**config.mk**
```make
export PLATFORM = sky130hd
export DESIGN_NAME = snn_perceptron
export DESIGN_NICKNAME = d
export VERILOG_FILES = /design/src/rtl/snn_pkg.sv /design/src/rtl/spike_divider.sv /design/src/rtl/snn_perceptron.sv
export SDC_FILE = /design/constraint.sdc
export NUM_CORES = 1
export LEC_CHECK = 0
export BUFFER_PORTS_ARGS = -buffer_cell sky130_fd_sc_hd__buf_2
export CAP_MARGIN = 20
export CELL_PAD_IN_SITES_DETAIL_PLACEMENT = 0
export CELL_PAD_IN_SITES_GLOBAL_PLACEMENT = 1
export CORE_ASPECT_RATIO = 0.5
export CORE_UTILIZATION = 40
export CTS_CLUSTER_DIAMETER = 80
export CTS_CLUSTER_SIZE = 25
export DETAILED_ROUTE_END_ITERATION = 7
export MAX_ROUTING_LAYER = met4
export PLACE_DENSITY_LB_ADDON = 0.25
export SETUP_SLACK_MARGIN = 0.02
export SYNTH_ARGS = -nofsm -noshare
export SYNTH_HDL_FRONTEND = slang
export SYNTH_SLANG_ARGS = --single-unit
```
**constraint.sdc**
```tcl
create_clock -name clk -period 9.1 [get_ports clk]
set_clock_uncertainty 0.05 [all_clocks]
set_input_delay 0.91 -clock clk [delete_from_list [all_inputs] [get_ports clk]]
set_output_delay 0.91 -clock clk [all_outputs]
set_load 0.03 [all_outputs]
```
**src/rtl/snn_pkg.sv**
```systemverilog
// Shared constants and weight-format helpers for the spiking perceptron.
// Weight words carry the sign in bit WIDTH and the magnitude in WIDTH-1:0.
package snn_pkg;

  function automatic int win_len(input int width);
    return (2 ** (width + 1)) + 2;
  endfunction

  function automatic int cnt_bits(input int width);
    return $clog2(win_len(width));
  endfunction

  function automatic int idx_bits(input int height);
    return (height > 1) ? $clog2(height) : 1;
  endfunction

  function automatic int bal_bits(input int width, input int height);
    return $clog2(height * (2 ** width - 1) + 1);
  endfunction

  function automatic logic w_is_neg(input logic [31:0] word, input int width);
    return word[width];
  endfunction

  function automatic logic [31:0] w_mag(input logic [31:0] word, input int width);
    return word & ((32'd1 << width) - 32'd1);
  endfunction

endpackage

```
**src/rtl/spike_divider.sv**
```systemverilog
// Weight-driven rate divider: a phase accumulator whose carry out is the spike.
// Over 2^WIDTH enables it emits exactly w spikes.
module spike_divider #(
  parameter int WIDTH = 8
) (
  input  logic             clk,
  input  logic             rst,
  input  logic             clr,
  input  logic             en,
  input  logic [WIDTH-1:0] w,
  output logic             spike
);

  logic [WIDTH-1:0] acc;
  logic [WIDTH:0]   sum;

  assign sum   = {1'b0, acc} + {1'b0, w};
  assign spike = en & sum[WIDTH];

  always_ff @(posedge clk or negedge rst) begin
    if (!rst) begin
      acc <= '0;
    end else if (clr) begin
      acc <= '0;
    end else if (en) begin
      acc <= sum[WIDTH-1:0];
    end
  end

endmodule

```
**src/rtl/snn_perceptron.sv**
```systemverilog
// Rate-coded spiking perceptron: one pixel per window, reference train thinned or
// augmented by the pixel weight, net excess spikes per frame decide neuron_out.
module snn_perceptron
  import snn_pkg::*;
#(
  parameter int             WIDTH  = 8,
  parameter int             HEIGHT = 7,
  parameter logic [WIDTH:0] WEIGHTS [HEIGHT] =
    '{9'd60, 9'd60, 9'd60, 9'd260, 9'd260, 9'd260, 9'd260}
) (
  input  logic                                  clk,
  input  logic                                  rst,
  input  logic [HEIGHT-1:0]                     pixels,
  output logic                                  neuron_out,
  output logic [bal_bits(WIDTH, HEIGHT)-1:0]    balance_out,
  output logic [idx_bits(HEIGHT)-1:0]           pixel_idx_out,
  output logic [cnt_bits(WIDTH)-1:0]            cnt_out,
  output logic                                  stim_out,
  output logic                                  tmp_out,
  output logic                                  pixel_pos_out,
  output logic                                  pixel_neg_out,
  output logic                                  pixel_out_out,
  output logic                                  reset_out
);

  localparam int L  = win_len(WIDTH);
  localparam int CW = cnt_bits(WIDTH);
  localparam int IW = idx_bits(HEIGHT);
  localparam int BW = bal_bits(WIDTH, HEIGHT);
  localparam int FW = BW + 1;
  localparam int SW = WIDTH + 2;

  logic [CW-1:0]    cnt;
  logic [IW-1:0]    pixel_idx;
  logic             pixel_lat;
  logic             win_start, win_end, frame_end;
  logic [WIDTH:0]   wt;
  logic [WIDTH-1:0] mag;
  logic             neg;
  logic             stim, en_pos, en_neg, tmp, pix_neg, pos_d, pixel_out;

  assign win_start = (cnt == '0);
  assign win_end   = (cnt == CW'(L - 1));
  assign frame_end = win_end && (pixel_idx == IW'(HEIGHT - 1));

  always_ff @(posedge clk or negedge rst) begin
    if (!rst) begin
      cnt       <= '0;
      pixel_idx <= '0;
      pixel_lat <= 1'b0;
    end else begin
      if (win_end) begin
        cnt       <= '0;
        pixel_idx <= (pixel_idx == IW'(HEIGHT - 1)) ? '0 : pixel_idx + 1'b1;
      end else begin
        cnt <= cnt + 1'b1;
      end
      // Pixel is sampled once per window so mid-window changes are ignored.
      if (win_start) pixel_lat <= pixels[pixel_idx];
    end
  end

  assign wt   = WEIGHTS[pixel_idx];
  assign neg  = w_is_neg(32'(wt), WIDTH);
  assign mag  = WIDTH'(w_mag(32'(wt), WIDTH));
  assign stim = cnt[0] && (cnt <= CW'(2 ** (WIDTH + 1) - 1));

  assign en_pos = stim & pixel_lat & ~neg;
  assign en_neg = stim & pixel_lat & neg;

  spike_divider #(.WIDTH(WIDTH)) u_div_pos (
    .clk   (clk),
    .rst   (rst),
    .clr   (win_start),
    .en    (en_pos),
    .w     (mag),
    .spike (tmp)
  );

  spike_divider #(.WIDTH(WIDTH)) u_div_neg (
    .clk   (clk),
    .rst   (rst),
    .clr   (win_start),
    .en    (en_neg),
    .w     (mag),
    .spike (pix_neg)
  );

  // Extra spikes are pushed onto the following even cycle so they never collide with stim.
  always_ff @(posedge clk or negedge rst) begin
    if (!rst) begin
      pos_d <= 1'b0;
    end else if (win_start) begin
      pos_d <= 1'b0;
    end else begin
      pos_d <= tmp;
    end
  end

  assign pixel_out = (stim & ~pix_neg) | pos_d;

  logic [SW-1:0]        win_cnt, win_total;
  logic signed [FW-1:0] contrib, frame_acc, net;

  assign win_total = win_cnt + SW'(pixel_out);
  assign contrib   = $signed(FW'(win_total)) - $signed(FW'(2 ** WIDTH));
  assign net       = frame_acc + contrib;

  always_ff @(posedge clk or negedge rst) begin
    if (!rst) begin
      win_cnt     <= '0;
      frame_acc   <= '0;
      neuron_out  <= 1'b0;
      balance_out <= '0;
    end else begin
      win_cnt <= win_start ? '0 : win_total;
      if (frame_end) begin
        neuron_out  <= (net > 0);
        balance_out <= BW'((net < 0) ? -net : net);
        frame_acc   <= '0;
      end else if (win_end) begin
        frame_acc <= net;
      end
    end
  end

  assign pixel_idx_out = pixel_idx;
  assign cnt_out       = cnt;
  assign stim_out      = stim;
  assign tmp_out       = tmp;
  assign pixel_pos_out = pos_d;
  assign pixel_neg_out = pix_neg;
  assign pixel_out_out = pixel_out;
  assign reset_out     = ~win_start;

endmodule

```
* After elaboration in Yosys (flattened, before gate mapping)
Memory sizes are Yosys's and may differ from the RTL's. Index checks and enable logic that the tools add are counted.
Storage, ports and cells: output and inout bits 31, memories 1, bits in registers 65, bits of input ports 9, word-level logic and storage cells 58, memory bits (read-only) 72
Cells by class: reduce and logical (&&, ||, !) cells 6, $add $sub $neg 8, order comparisons 5, bitwise gates (word level) 11, equal/unequal tests 2, muxes and demuxes 15
Memories:
- (name not given) | depth 8, bits a word 9, read ports 1, clocked after Yosys merged registers in 0, write ports 0, RTL line snn_perceptron.sv:63 | assign wt = WEIGHTS[pixel_idx];
Operators by type and width (number):
- 2-to-1 mux 8 bit | 4
- 2-to-1 mux 12 bit | 2
- 2-to-1 mux 10 bit | 2
- adder 8 x 8 -> 9 bit | 2
- 2-to-1 mux 9 bit | 2
- adder 12 x 11 -> 12 bit | 1
- > comparator 12 x 1 -> 1 bit, second input constant | 1
- less-than comparator 12 x 1 -> 1 bit, second input constant | 1
- 2-to-1 mux 11 bit | 1
- negator 11 bit | 1
- subtractor 10 x 9 -> 11 bit, second input constant | 1
- adder 10 x 1 -> 10 bit | 1
- adder 10 x 1 -> 10 bit, second input constant | 1
- == test 10 bit, second input constant | 1
- <= comparator 10 x 9 -> 1 bit, second input constant | 1
- logical NOT 10 bit | 1
- bitwise AND 1 bit | 6
- nonzero test 2 bit | 3
- greater-or-equal comparator 4 bit, second input constant | 1
- less-than comparator 3 x 4 -> 1 bit, second input constant | 1
- inverter 3 -> 4 bit | 1
- adder 3 x 1 -> 3 bit, second input constant | 1
- binary-select mux 1 bit (select 3 bit) | 1
- == test 3 bit, second input constant | 1
- other kinds (5) | 9

* Logic depth before layout (Yosys ltp)
Gate-level depths: netlist of the first run.
depth after elaboration 14, gate-level depth with buffers 25, mapped depth without buffers 24

* Hierarchy
A second synthesis of the first run with hierarchy kept.
Unflattened totals: cell total of the unflattened synthesis 444, area total of the unflattened synthesis 4222.8 um2
By module, submodules not included:
- snn_perceptron | sequential area each 1226.2 um2, area each 2949.1 um2, cells each 300, times used 1
- spike_divider | sequential area each 200.2 um2, area each 636.9 um2, cells each 72, times used 2

* Worst setup path before layout of the first run
OpenSTA, ideal clock, no wires.
kind register to register, from register pixel_idx[0] (netlist: pixel_idx_out[0]), to register balance_out[10], stages on the path, launching flop included 24, data arrival time 6.064 ns, data required time 8.923 ns, path slack 2.859 ns, setup time 0.127 ns, path buffers 1, clock period less this slack 6.241 ns, path through dfrtp_1 > clkbuf_1 > nand2_1 > ha_1 > ha_1 > nor2b_1 > o21a_1 > o21a_1 > and3_1 > o31ai_1 > ha_1 > ha_1 > nand4_2 > nor2_1 > xor2_1 > ha_1 > nor3b_1 > a311o_1 > a311oi_2 > nand2_1 > or3_1 > o311a_1 > mux2i_1 > nand3_1
Between the ends: longest elaborated chain between the ends 14, elaborated cells on any way between the ends 18, classes of those cells add/sub (5); order compare (1); eq/ne (1); mux (3); bitwise (6); reduce/logical (1); memory (1)
RTL lines:
- from (decl) | RTL line snn_perceptron.sv:34 | logic [IW-1:0] pixel_idx;
- from (signal assigned) | RTL line snn_perceptron.sv:54 | pixel_idx <= (pixel_idx == IW'(HEIGHT - 1)) ? '0 : pixel_idx + 1'b1;
- inverter 3 -> 4 bit (not written as such) * | RTL line snn_perceptron.sv:63
- memory read (8 x 9 bit) *
- 2-to-1 mux 9 bit (not written as such) * (2 in series) | RTL line snn_perceptron.sv:63
- adder 8 x 8 -> 9 bit or bitwise AND 1 bit (tied branches) | RTL line spike_divider.sv:17, snn_perceptron.sv:69
- bitwise AND 1 bit * | RTL line spike_divider.sv:18 | assign spike = en & sum[WIDTH];
- via pixel_neg_out | RTL line snn_perceptron.sv:21 | output logic pixel_neg_out,
- inverter 1 bit * | RTL line snn_perceptron.sv:100 | assign pixel_out = (stim & ~pix_neg) | pos_d;
- bitwise AND 1 bit * | RTL line snn_perceptron.sv:100
- bitwise OR 1 bit * | RTL line snn_perceptron.sv:100
- via pixel_out_out | RTL line snn_perceptron.sv:22 | output logic pixel_out_out,
- adder 10 x 1 -> 10 bit * | RTL line snn_perceptron.sv:105 | assign win_total = win_cnt + SW'(pixel_out);
- subtractor 10 x 9 -> 11 bit * | RTL line snn_perceptron.sv:106 | assign contrib = $signed(FW'(win_total)) - $signed(FW'(2 ** WIDTH));
- adder 12 x 11 -> 12 bit * | RTL line snn_perceptron.sv:107 | assign net = frame_acc + contrib;
- negator 11 bit or less-than comparator 12 x 1 -> 1 bit (tied branches) | RTL line snn_perceptron.sv:119 | balance_out <= BW'((net < 0) ? -net : net);
- 2-to-1 mux 11 bit * | RTL line snn_perceptron.sv:119
- to (signal assigned) | RTL line snn_perceptron.sv:119
- to (decl) | RTL line snn_perceptron.sv:15 | output logic [bal_bits(WIDTH, HEIGHT)-1:0] balance_out,
Mark *: on every way through the listed nets, which the timed path passes. The rest lies on a longest branch. The select of a mux whose other input is x is not followed. A chain may end at the register's enable or synchronous reset.

* Worst setup path after layout of the first run
from register pixel_idx[0] (netlist: pixel_idx_out[0]), to register balance_out[10]
Between the ends: longest elaborated chain between the ends 14, elaborated cells on any way between the ends 18, classes of those cells add/sub (5); order compare (1); eq/ne (1); mux (3); bitwise (6); reduce/logical (1); memory (1)
RTL lines (RTL line):
- inverter 3 -> 4 bit (not written as such) | snn_perceptron.sv:63
- memory read (8 x 9 bit)
- 2-to-1 mux 9 bit (not written as such) (2 in series) | snn_perceptron.sv:63
- adder 8 x 8 -> 9 bit or bitwise AND 1 bit (tied branches) | spike_divider.sv:17, snn_perceptron.sv:69
- bitwise AND 1 bit | spike_divider.sv:18
- inverter 1 bit | snn_perceptron.sv:100
- bitwise AND 1 bit | snn_perceptron.sv:100
- bitwise OR 1 bit | snn_perceptron.sv:100
- adder 10 x 1 -> 10 bit | snn_perceptron.sv:105
- subtractor 10 x 9 -> 11 bit | snn_perceptron.sv:106
- adder 12 x 11 -> 12 bit | snn_perceptron.sv:107
- negator 11 bit or less-than comparator 12 x 1 -> 1 bit (tied branches) | snn_perceptron.sv:119
- 2-to-1 mux 11 bit | snn_perceptron.sv:119
Parallel ways exist; a longest one is shown, timed or not. The select of a mux whose other input is x is not followed.

==> flow_metrics.py, run 1 <==
metrics = {
    "power_and_ir_drop": {
        "total_power_uw": 940,
        "ir_drop_uv": 109,
        "leakage_nw": 2.05,
        "p_per_area_nw_per_um2": 214,
    },
    "worst_setup_path": {
        "cp.depth": 22,
        "cpLargestDelayFamily": "compound AO/OA/AOI/OAI gates",
        "critPathMaxStageDelay_ns": 0.52,
        "cp-end-kind": "flop",
        "r2r_slack_ns": 3.45,
        "path_cells": "nand2_1, ha_1, ha_1, nor2b_1, o21a_1, o21a_1, and3_1, o31ai_1, ha_1, ha_1, nand4_2, nor2_1, xor2_1, ha_1, nor3b_1, a311o_1, a311oi_2, nand2_1, or3_1, o311a_1, mux2i_1, nand3_1",
        "cp_slowest_cell": "dfrtp_1",
        "critical_path_required_ns": 9.26,
        "crit_type": "flop to flop",
        "worstPathMaxFanout": 11,
        "cp-start-kind": "flop",
        "cp_common_cell": "ha_1",
        "reg2regPathDepth": 22,
        "critical_path.startpoint": "pixel_idx_out[0]$_DFFE_PN0N_",
        "worstPathArrival_ns": 5.81,
        "setup.worst_path.end": "balance_out[10]$_DFFE_PN0P_",
        "r2r_start": "pixel_idx_out[0]$_DFFE_PN0N_",
        "crit_buf_inv": 0,
        "r2r_end": "balance_out[10]$_DFFE_PN0P_",
    },
    "placement": {
        "dp_slack_ns": 3.47,
        "dpl.hpwl_um": 6000,
        "place_inst": 555,
        "numPortBuffers": 39,
        "dpl_cell_area_sq_um": 4120,
        "gp_congestion": 0.764,
    },
    "grt": {
        "grt_max_degree": 62,
        "grt_overflow_total": 0,
        "grt_pass1_wl_um": 14100,
        "antenna_found_initial": 0,
        "track_usage_pct": 19.0,
        "grt_pass1_vias": 2764,
    },
    "timing": {
        "finalMaxSlewViolations": 0,
        "hold_slack_ns": 0.423,
        "relSlewSlack_pct": 45.6,
        "rsz0062_at_grt": "false",
        "min_period_over_period_pct": 62.1,
        "setup_tns_ns": 0,
        "fmax_mhz": 177,
        "setup_slack_ns": 3.45,
        "hold_viol": 0,
        "min_period_ns": 5.65,
        "worst_slew_pin_slew_ns": 0.816,
        "setup_viol": 0,
    },
    "final_layout": {
        "final_area_sq_um": 4390,
        "drive_gt1_share_pct": 14.5,
        "n_fill_cell": 885,
        "instances_no_fill": 571,
        "multi_input_area_sq_um": 2150,
        "ff_latch_area_sq_um": 1530,
        "diodes": 0,
        "final_util_pct": 49.1,
        "area_growth_pct": 15.6,
        "fin_nets": 485,
    },
    "logic_synthesis": {
        "syn-num-nets": 443,
        "ys_types": 54,
        "synth_seq_cells": 61,
        "yosysWarnings": 0,
        "synth_edf_count": 0,
        "yosysSeqAreaShare_pct": 40.2,
        "synth.avg_cell_area_sq_um": 9.34,
        "async_flop_share_pct": 100,
        "syn-cell-area_sq_um": 3800,
        "postSynthCellCount": 407,
        "synth_ff_type": "dfrtp_1",
    },
    "detailed_routing": {
        "wl_per_cell_um": 14.5,
        "num_vias": 2959,
        "route.detailed.drc": 0,
        "routed_wirelength_um": 8270,
        "drt_iter0_markers": 163,
        "ant_nets": 0,
        "viasPerCell": 5.18,
        "first_pass_iters": 4,
    },
    "run_status": {
        "outcome": "finished, final reports clean",
    },
    "floorplan": {
        "die-area_sq_um": 9920,
        "ios": 40,
        "die_h_um": 70.9,
        "fp.dieW_um": 140,
        "rows": 24,
        "start_util_pct": 42.5,
        "core-area_sq_um": 8950,
    },
    "clocking": {
        "hold_buffers": 0,
        "cts.path.max_buffers": 2,
        "cts.clk_slew.worst_paths_ns": 0.05,
        "root_buffer": "clkbuf_16",
        "htreeDepth": 3,
        "numCtsBuffers": 9,
        "cts_resized": 0,
        "postCtsSetupRepairBufs": 0,
        "cts_tree": "built",
        "clock-sinks": 61,
        "insertion_delay_ns": 0.33,
    },
    "job": {
        "maxCapViolCount": 0,
    },
    "min_path": {
        "hold_class": "flop to flop",
        "hp-start": "balance_out[9]$_DFFE_PN0P_",
    },
}
where the power goes:
part           leakage (nW)  switching (mW)  internal, mW
registers             0.811          0.0263         0.302
clock network         0.134           0.114         0.199
logic                  1.11           0.175         0.125
worst register-to-register path, stage by stage, from the launching register on:
cell and delay, ns:
dfrtp_1 0.52, nand2_1 0.13, ha_1 0.33, ha_1 0.36
nor2b_1 0.14, o21a_1 0.16, o21a_1 0.18, and3_1 0.20
o31ai_1 0.37, ha_1 0.28, ha_1 0.23, nand4_2 0.17
nor2_1 0.15, xor2_1 0.20, ha_1 0.33, nor3b_1 0.17
a311o_1 0.28, a311oi_2 0.31, nand2_1 0.11, or3_1 0.36
o311a_1 0.29, mux2i_1 0.13, nand3_1 0.08
metal layers:
metal	vias up	global-route usage (%)	wire length, um
met5	-	-	0
met4	0	4.40	44
met3	5	5.89	302
met2	31	26.9	3580
met1	1416	26.4	4340
li1	1507	-	-
cells in the final DEF, fill, tap and decap left out, drive strengths merged, types with 6 or more instances in the layout:
cell type and instances:
dfrtp 61, and3 9, inv 20, xor2 14, nor2 46, a22oi 6, xnor2 25, nand3 13
nand2 40, mux2i 12, ha 24, o21a 6, nor2b 12, buf 43, nor3 14, a21oi 9
clkbuf 15, o211ai 6, o21ai 24
area by class of cell:
class,count,share of cell area (%)
multi-input combinational,314,48.9
timing repair buffer,43,5.13
tap,117,3.33
clock buffer,15,6.09
clock inverter,1,0.114
sequential,61,34.7
inverter,20,1.71
state kept, by name, summed over array words and instances (netlist names):
signal	flops
frame_acc	12
balance_out	11
cnt_out	10
win_cnt	10
u_div_neg.acc	6
u_div_pos.acc	6
pixel_idx_out	3
neuron_out	1
pixel_lat	1
pixel_pos_out	1
synth_stat cells, drive strengths merged (2+ instances only):
| cell | instances | share of area [%] |
|---|---|---|
| a2111oi | 2 | 0.46 |
| a211oi | 2 | 0.53 |
| a21o | 3 | 0.59 |
| a21oi | 9 | 1.2 |
| a22oi | 6 | 1.2 |
| a31oi | 2 | 0.33 |
| and2 | 4 | 0.72 |
| and3 | 9 | 1.5 |
| buf | 2 | 0.33 |
| clkbuf | 10 | 0.99 |
| dfrtp | 61 | 40 |
| fa | 3 | 1.6 |
| ha | 24 | 7.9 |
| inv | 20 | 2.0 |
| mux2i | 12 | 3.2 |
| nand2 | 40 | 4.0 |
| nand3 | 13 | 1.7 |
| nand3b | 2 | 0.40 |
| nand4 | 4 | 0.82 |
| nor2 | 46 | 4.6 |
| nor2b | 12 | 2.0 |
| nor3 | 14 | 1.8 |
| nor3b | 3 | 0.59 |
| nor4 | 4 | 0.82 |
| nor4b | 2 | 0.63 |
| o2111a | 2 | 0.59 |
| o211ai | 6 | 1.2 |
| o21a | 6 | 1.2 |
| o21ai | 24 | 3.3 |
| o22ai | 2 | 0.33 |
| o31ai | 4 | 0.79 |
| or2 | 2 | 0.33 |
| or3 | 3 | 0.49 |
| xnor2 | 25 | 5.8 |
| xor2 | 14 | 3.2 |
how the worst min path moves through the flow:
stage,end,cells after the start
finish,balance_out[9]$_DFFE_PN0P_,2
global placement,balance_out[0]$_DFFE_PN0P_,2
global route,neuron_out$_DFFE_PN0P_,2
CTS,balance_out[0]$_DFFE_PN0P_,2
detailed placement,balance_out[0]$_DFFE_PN0P_,2
floorplan,frame_acc[0]$_DFFE_PN0P_,2
logic make-up (layout without fill, tap and decap cells):
kind of cell	Yosys count	in the layout	share of synthesized area [%]
AOI/OAI and AO/OA	73	73	13.0
xor gates and xnor gates	39	39	8.99
adders and majority gates	28	28	9.78
buffers and inverters	32	79	3.29
DFF	61	61	40.2
muxes	13	13	3.75
and+or+nand+nor	161	161	21.0
Power figures use the tool's default switching activity.
==> run 2: changes to the inputs <==
==> constraint.sdc (replaced) <==
create_clock -name clk -period 5.75 [get_ports clk]
set_clock_uncertainty 0.05 [all_clocks]
set_input_delay 0.575 -clock clk [delete_from_list [all_inputs] [get_ports clk]]
set_output_delay 0.575 -clock clk [all_outputs]
set_load 0.03 [all_outputs]
==> run 2 against run 1 <==
  * Die area unchanged
  * Design area up 2.2%
  * Hold slack worse by 0.060 ns
==> flow_metrics.py, run 2 (synthesis gave the netlist of run 1 again) <==
metrics = {
    "floorplan": {
        "fp.dieW_um": 140,
        "rows": 24,
        "core-area_sq_um": 8950,
        "start_util_pct": 42.5,
        "die-area_sq_um": 9920,
        "die_h_um": 70.9,
        "ios": 40,
    },
    "detailed_routing": {
        "routed_wirelength_um": 8450,
        "drt_iter0_markers": 165,
        "route.detailed.drc": 0,
        "num_vias": 2967,
        "ant_nets": 0,
        "wl_per_cell_um": 14.7,
        "viasPerCell": 5.16,
        "first_pass_iters": 4,
    },
    "clocking": {
        "htreeDepth": 3,
        "root_buffer": "clkbuf_16",
        "numCtsBuffers": 9,
        "cts_tree": "built",
        "insertion_delay_ns": 0.33,
        "hold_buffers": 0,
        "clock-sinks": 61,
        "cts.path.max_buffers": 2,
        "cts.clk_slew.worst_paths_ns": 0.05,
    },
    "worst_setup_path": {
        "r2r_start": "pixel_idx_out[2]$_DFFE_PN0N_",
        "path_cells": "inv_1, ha_2, ha_1, nor2b_1, o21a_1, o21a_1, and3_1, o31ai_4, ha_1, ha_1, nand4_2, nor2_1, xor2_1, ha_1, nor3b_1, a311o_1, a311oi_2, nand2_1, or3_1, o311a_1, mux2i_1, nand3_1",
        "cp-end-kind": "flop",
        "r2r_slack_ns": 0.45,
        "cp_common_cell": "ha_1",
        "reg2regPathDepth": 22,
        "critical_path_required_ns": 5.91,
        "crit_type": "flop to flop",
        "worstPathArrival_ns": 5.46,
        "r2r_end": "balance_out[10]$_DFFE_PN0P_",
        "cp_slowest_cell": "dfrtp_1",
        "cp-start-kind": "flop",
        "critPathMaxStageDelay_ns": 0.43,
        "worstPathMaxFanout": 8,
    },
    "final_layout": {
        "area_growth_pct": 18.1,
        "largest_reg_flops": 12,
        "ff_latch_area_sq_um": 1530,
        "fin_nets": 490,
        "diodes": 0,
        "final_area_sq_um": 4490,
        "drive_gt1_share_pct": 16.6,
        "multi_input_area_sq_um": 2160,
        "n_fill_cell": 858,
        "top_regs": "frame_acc: 12 flops, balance_out: 11 flops",
        "regMostFlops": "frame_acc",
        "final_common_cell": "dfrtp_1",
        "final_cell_mix": "dfrtp_1 (61), nor2_1 (45), nand2_1 (40), buf_2 (39), xnor2_1 (25)",
    },
    "timing": {
        "worst_slew_pin_slew_ns": 0.811,
        "finalMaxSlewViolations": 0,
        "hold_viol": 0,
        "setup_viol": 0,
        "min_period_ns": 5.30,
        "fmax_mhz": 189,
        "relSlewSlack_pct": 46.0,
        "min_period_over_period_pct": 92.2,
        "rsz0062_at_grt": "false",
        "setup_tns_ns": 0,
    },
    "power_and_ir_drop": {
        "leakage_nw": 2.10,
        "ir_drop_uv": 158,
        "p_per_area_nw_per_um2": 356,
    },
    "grt": {
        "grt_max_degree": 62,
        "antenna_found_initial": 0,
        "grt_overflow_total": 0,
        "grt_pass1_wl_um": 14700,
        "track_usage_pct": 19.9,
        "grt_pass1_vias": 2872,
    },
    "placement": {
        "gp_congestion": 0.761,
        "dpl_cell_area_sq_um": 4170,
        "numPortBuffers": 39,
        "dpl.hpwl_um": 6170,
    },
    "job": {
        "maxCapViolCount": 0,
    },
    "min_path": {
        "hold_class": "input pin to async pin",
    },
    "run_status": {
        "outcome": "finished, final reports clean",
    },
}
run 2: cell count changes in the layout (fill, tap and decap cells not counted), sizes merged:
| cell | change |
|---|---|
| buf | +5 |
| clkbuf | -5 |
| bufinv | +2 |
| clkinv | +2 |
run 2: metal layers:
| layer | up-vias | track usage (%) | share of wire, % |
|---|---|---|---|
| met4 | 0 | 6.59 | 1.2 |
| met1 | 1396 | 27.7 | 54 |
| met2 | 40 | 28.1 | 42 |
| met3 | 9 | 4.94 | 3.0 |
| met5 | - | - | 0 |
| li1 | 1522 | - | - |
run 2: worst max-delay path: cells and delay by family, from the launching register on:
family | cells | cell delay (ns)
compound gates | 6 | 1.47
flops | 1 | 0.43
xor+xnor | 1 | 0.19
fa+ha+maj | 5 | 1.36
mux | 1 | 0.13
simple gates | 8 | 1.40
buf+inv | 1 | 0.14
run 2: layout make-up:
cell class | instances | area share [%]
clock buffers | 10 | 5.32
clock inverters | 5 | 1.67
inverters | 20 | 1.67
multi-input cells | 314 | 48.2
flip-flops and latches | 61 | 34.0
well taps | 117 | 3.26
repair buffers | 48 | 5.85
run 2: what timing repair did:
item	CTS	global route
setup buffers	0	0
gates resized for setup	0	1
endpoints found under the hold margin	0	0
endpoints found under the setup margin	0	1
run 2: metrics by stage:
stage	worst slack, ns	hold slack [ns]	utilization [%]	std cells	total power [mW]
after floorplan	0.0466	0.229	-	407	0.892
after global placement	0.468	0.405	46.6	560	1.02
after CTS	0.315	0.395	50.1	575	1.62
final	0.446	0.363	50.2	575	1.60
after global routing	0.0420	0.449	50.2	575	1.72
after detailed placement	0.361	0.417	46.6	560	1.03
run 2: worst max-delay path by stage:
stage                                       startpoint                          end  slack [ns]  cells after the start
after floorplan           pixel_idx_out[1]$_DFFE_PN0N_  balance_out[10]$_DFFE_PN0P_        0.05                     23
after global placement    pixel_idx_out[2]$_DFFE_PN0N_  balance_out[10]$_DFFE_PN0P_        0.47                     22
after detailed placement  pixel_idx_out[2]$_DFFE_PN0N_  balance_out[10]$_DFFE_PN0P_        0.36                     22
after CTS                 pixel_idx_out[2]$_DFFE_PN0N_  balance_out[10]$_DFFE_PN0P_        0.32                     22
after global routing      pixel_idx_out[2]$_DFFE_PN0N_  balance_out[10]$_DFFE_PN0P_        0.04                     22
final                     pixel_idx_out[2]$_DFFE_PN0N_  balance_out[10]$_DFFE_PN0P_        0.45                     22
run 2: power by group:
part	switching, mW	total [mW]	internal (mW)
logic	0.283	0.502	0.219
clock network	0.193	0.579	0.386
registers	0.0421	0.520	0.478
==> run 3: changes to the inputs <==
--- a/config.mk
+++ b/config.mk
@@ -9,7 +9,7 @@
 export CAP_MARGIN = 20
 export CELL_PAD_IN_SITES_DETAIL_PLACEMENT = 0
 export CELL_PAD_IN_SITES_GLOBAL_PLACEMENT = 1
-export CORE_ASPECT_RATIO = 0.5
+export CORE_ASPECT_RATIO = 2
 export CORE_UTILIZATION = 40
 export CTS_CLUSTER_DIAMETER = 80
 export CTS_CLUSTER_SIZE = 25
==> run 3 against run 2 <==
  * Die area unchanged
  * Sequential share of layout area up 0.13 points
  * Highest routed layer unchanged
  * Largest cell class unchanged
  * Combinational power up 5.6%
  * Hold slack worse by 0.00072 ns
  * Critical path depth unchanged
  * Non-clock buffer count down 1
  * Worst setup slack better by 0.070 ns
  * Sequential power about the same
  * Fmax up 1.3%
==> flow_metrics.py, run 3 (synthesis gave the netlist of run 1 again) <==
metrics = {
    "power_and_ir_drop": {
        "p_per_area_nw_per_um2": 362,
        "p_int_mw": 1.07,
        "seq_power_share_pct": 32.2,
        "combinationalPowerShare_pct": 32.7,
        "clkPwrFrac_pct": 35.1,
        "p_switching_uw": 554,
        "swShare_pct": 34.2,
        "ir_drop_uv": 253,
        "leakage_nw": 2.09,
    },
    "floorplan": {
        "die_h_um": 140,
        "ios": 40,
        "start_util_pct": 40.8,
        "rows": 50,
        "die-area_sq_um": 9920,
        "fp.dieW_um": 70.9,
        "core-area_sq_um": 9320,
    },
    "final_layout": {
        "regMostFlops": "frame_acc",
        "top_regs": "frame_acc: 12 flops, balance_out: 11 flops",
        "largest_reg_flops": 12,
        "final_cell_mix": "dfrtp_1 (60), nor2_1 (45), nand2_1 (40), buf_2 (39), xnor2_1 (25)",
        "drive_gt1_share_pct": 17.0,
        "n_fill_cell": 890,
        "area_growth_pct": 17.8,
        "diodes": 0,
        "final_common_cell": "dfrtp_1",
        "fin_nets": 489,
    },
    "clocking": {
        "cts.clk_slew.worst_paths_ns": 0.05,
        "postCtsSetupRepairBufs": 0,
        "insertion_delay_ns": 0.33,
        "cts.path.max_buffers": 2,
        "cts_tree": "built",
        "htreeDepth": 3,
        "hold_buffers": 0,
        "root_buffer": "clkbuf_16",
        "numCtsBuffers": 9,
        "clock-sinks": 61,
    },
    "worst_setup_path": {
        "reg2regPathDepth": 22,
        "cp-start-kind": "flop",
        "r2r_slack_ns": 0.52,
        "crit_type": "flop to flop",
        "cp-end-kind": "flop",
        "r2r_start": "pixel_idx_out[2]$_DFFE_PN0N_",
        "worstPathMaxFanout": 8,
        "r2r_end": "balance_out[10]$_DFFE_PN0P_",
        "worstPathArrival_ns": 5.39,
        "critical_path_required_ns": 5.91,
    },
    "grt": {
        "grt_max_degree": 62,
        "antenna_found_initial": 0,
        "grt_pass1_vias": 3185,
        "track_usage_pct": 21.1,
        "grt_pass1_wl_um": 15400,
        "grt_overflow_total": 0,
    },
    "job": {
        "maxCapViolCount": 0,
    },
    "detailed_routing": {
        "num_vias": 3073,
        "route.detailed.drc": 0,
        "ant_nets": 0,
        "first_pass_iters": 6,
        "wl_per_cell_um": 16.3,
        "drt_iter0_markers": 120,
        "routed_wirelength_um": 9140,
        "viasPerCell": 5.47,
    },
    "min_path": {
        "hold_class": "input pin to async pin",
    },
    "timing": {
        "min_period_ns": 5.23,
        "finalMaxSlewViolations": 0,
        "worst_slew_pin_slew_ns": 0.819,
        "fmax_mhz": 191,
        "min_period_over_period_pct": 91.0,
        "relSlewSlack_pct": 45.4,
        "setup_tns_ns": 0,
        "hold_viol": 0,
        "rsz0062_at_grt": "false",
        "setup_slack_ns": 0.516,
        "setup_viol": 0,
    },
    "placement": {
        "numPortBuffers": 39,
        "gp_congestion": 0.865,
        "dpl.hpwl_um": 6850,
        "dp_slack_ns": 0.391,
    },
    "run_status": {
        "outcome": "finished, final reports clean",
    },
}
[run 3: cell types whose count changed in the layout (fill, tap and decap cells not counted), moves of 2 or more]
cell | previous run | this run
clkbuf_8 | 1 | 3
clkinv_2 | 3 | 1
nor3_1 | 14 | 12
nor3_2 | 0 | 2
[run 3: metrics by stage]
stage / cell area [sq um] / power (mW) / cells / hold slack (ns) / utilization [%]
after floorplan: 3810 / 0.892 / 407 / 0.229 / -
after global placement: 4150 / 1.05 / 546 / 0.404 / 44.5
after detailed placement: 4150 / 1.06 / 546 / 0.412 / 44.5
after CTS: 4460 / 1.64 / 562 / 0.416 / 47.9
after global routing: 4480 / 1.72 / 562 / 0.461 / 48.0
final: 4480 / 1.62 / 562 / 0.362 / 48.0
[run 3: layout make-up]
class | instances | area (sq um) | area share (%)
multi-input cells | 314 | 2170 | 48.6
flip-flops and latches | 61 | 1530 | 34.1
repair buffers | 47 | 255 | 5.70
well taps | 104 | 130 | 2.91
inverters | 20 | 75.1 | 1.68
clock inverters | 3 | 42.5 | 0.951
clock buffers | 13 | 270 | 6.04
[run 3: power groups by stage]
stage	logic, mW	clock network (mW)	registers, mW
2_1_floorplan	0.374	0	0.518
3_3_place_gp	0.524	0	0.527
3_5_place_dp	0.531	0	0.529
4_1_cts	0.537	0.577	0.521
5_1_grt	0.596	0.597	0.528
6_report	0.530	0.569	0.521
[run 3: per-layer routing]
layer	part of all wire, %	GRT usage, %	vias to the layer above
li1	-	-	1519
met1	37	20.2	1486
met2	58	39.7	49
met3	1.9	3.55	19
met4	2.9	9.68	0
met5	0	-	-
[run 3: critical path, cell delays in order (launching register included)]
cell,delay [ns]
dfrtp_1,0.42
inv_1,0.14
ha_2,0.30
ha_1,0.30
nor2b_1,0.14
o21a_1,0.16
o21a_1,0.18
and3_1,0.21
o31ai_4,0.23
ha_1,0.23
ha_1,0.23
nand4_2,0.15
nor2_1,0.14
xor2_1,0.21
ha_1,0.33
nor3b_1,0.17
a311o_1,0.28
a311oi_2,0.26
nand2_1,0.13
or3_1,0.36
o311a_1,0.29
mux2i_1,0.12
nand3_1,0.08
[run 3: timing repair]
item                       CTS  global route
setup endpoints to repair    0             3
hold endpoints to repair     0             0
resized for setup            0             4
[run 3: worst max path at each step]
| stage | from | endpoint |
|---|---|---|
| 3_3_place_gp | pixel_idx_out[1]$_DFFE_PN0N_ | balance_out[10]$_DFFE_PN0P_ |
| 3_5_place_dp | pixel_idx_out[1]$_DFFE_PN0N_ | balance_out[1]$_DFFE_PN0P_ |
| 2_1_floorplan | pixel_idx_out[1]$_DFFE_PN0N_ | balance_out[10]$_DFFE_PN0P_ |
| 4_1_cts | pixel_idx_out[1]$_DFFE_PN0N_ | balance_out[1]$_DFFE_PN0P_ |
| 6_report | pixel_idx_out[2]$_DFFE_PN0N_ | balance_out[10]$_DFFE_PN0P_ |
| 5_1_grt | pixel_idx_out[2]$_DFFE_PN0N_ | balance_out[10]$_DFFE_PN0P_ |
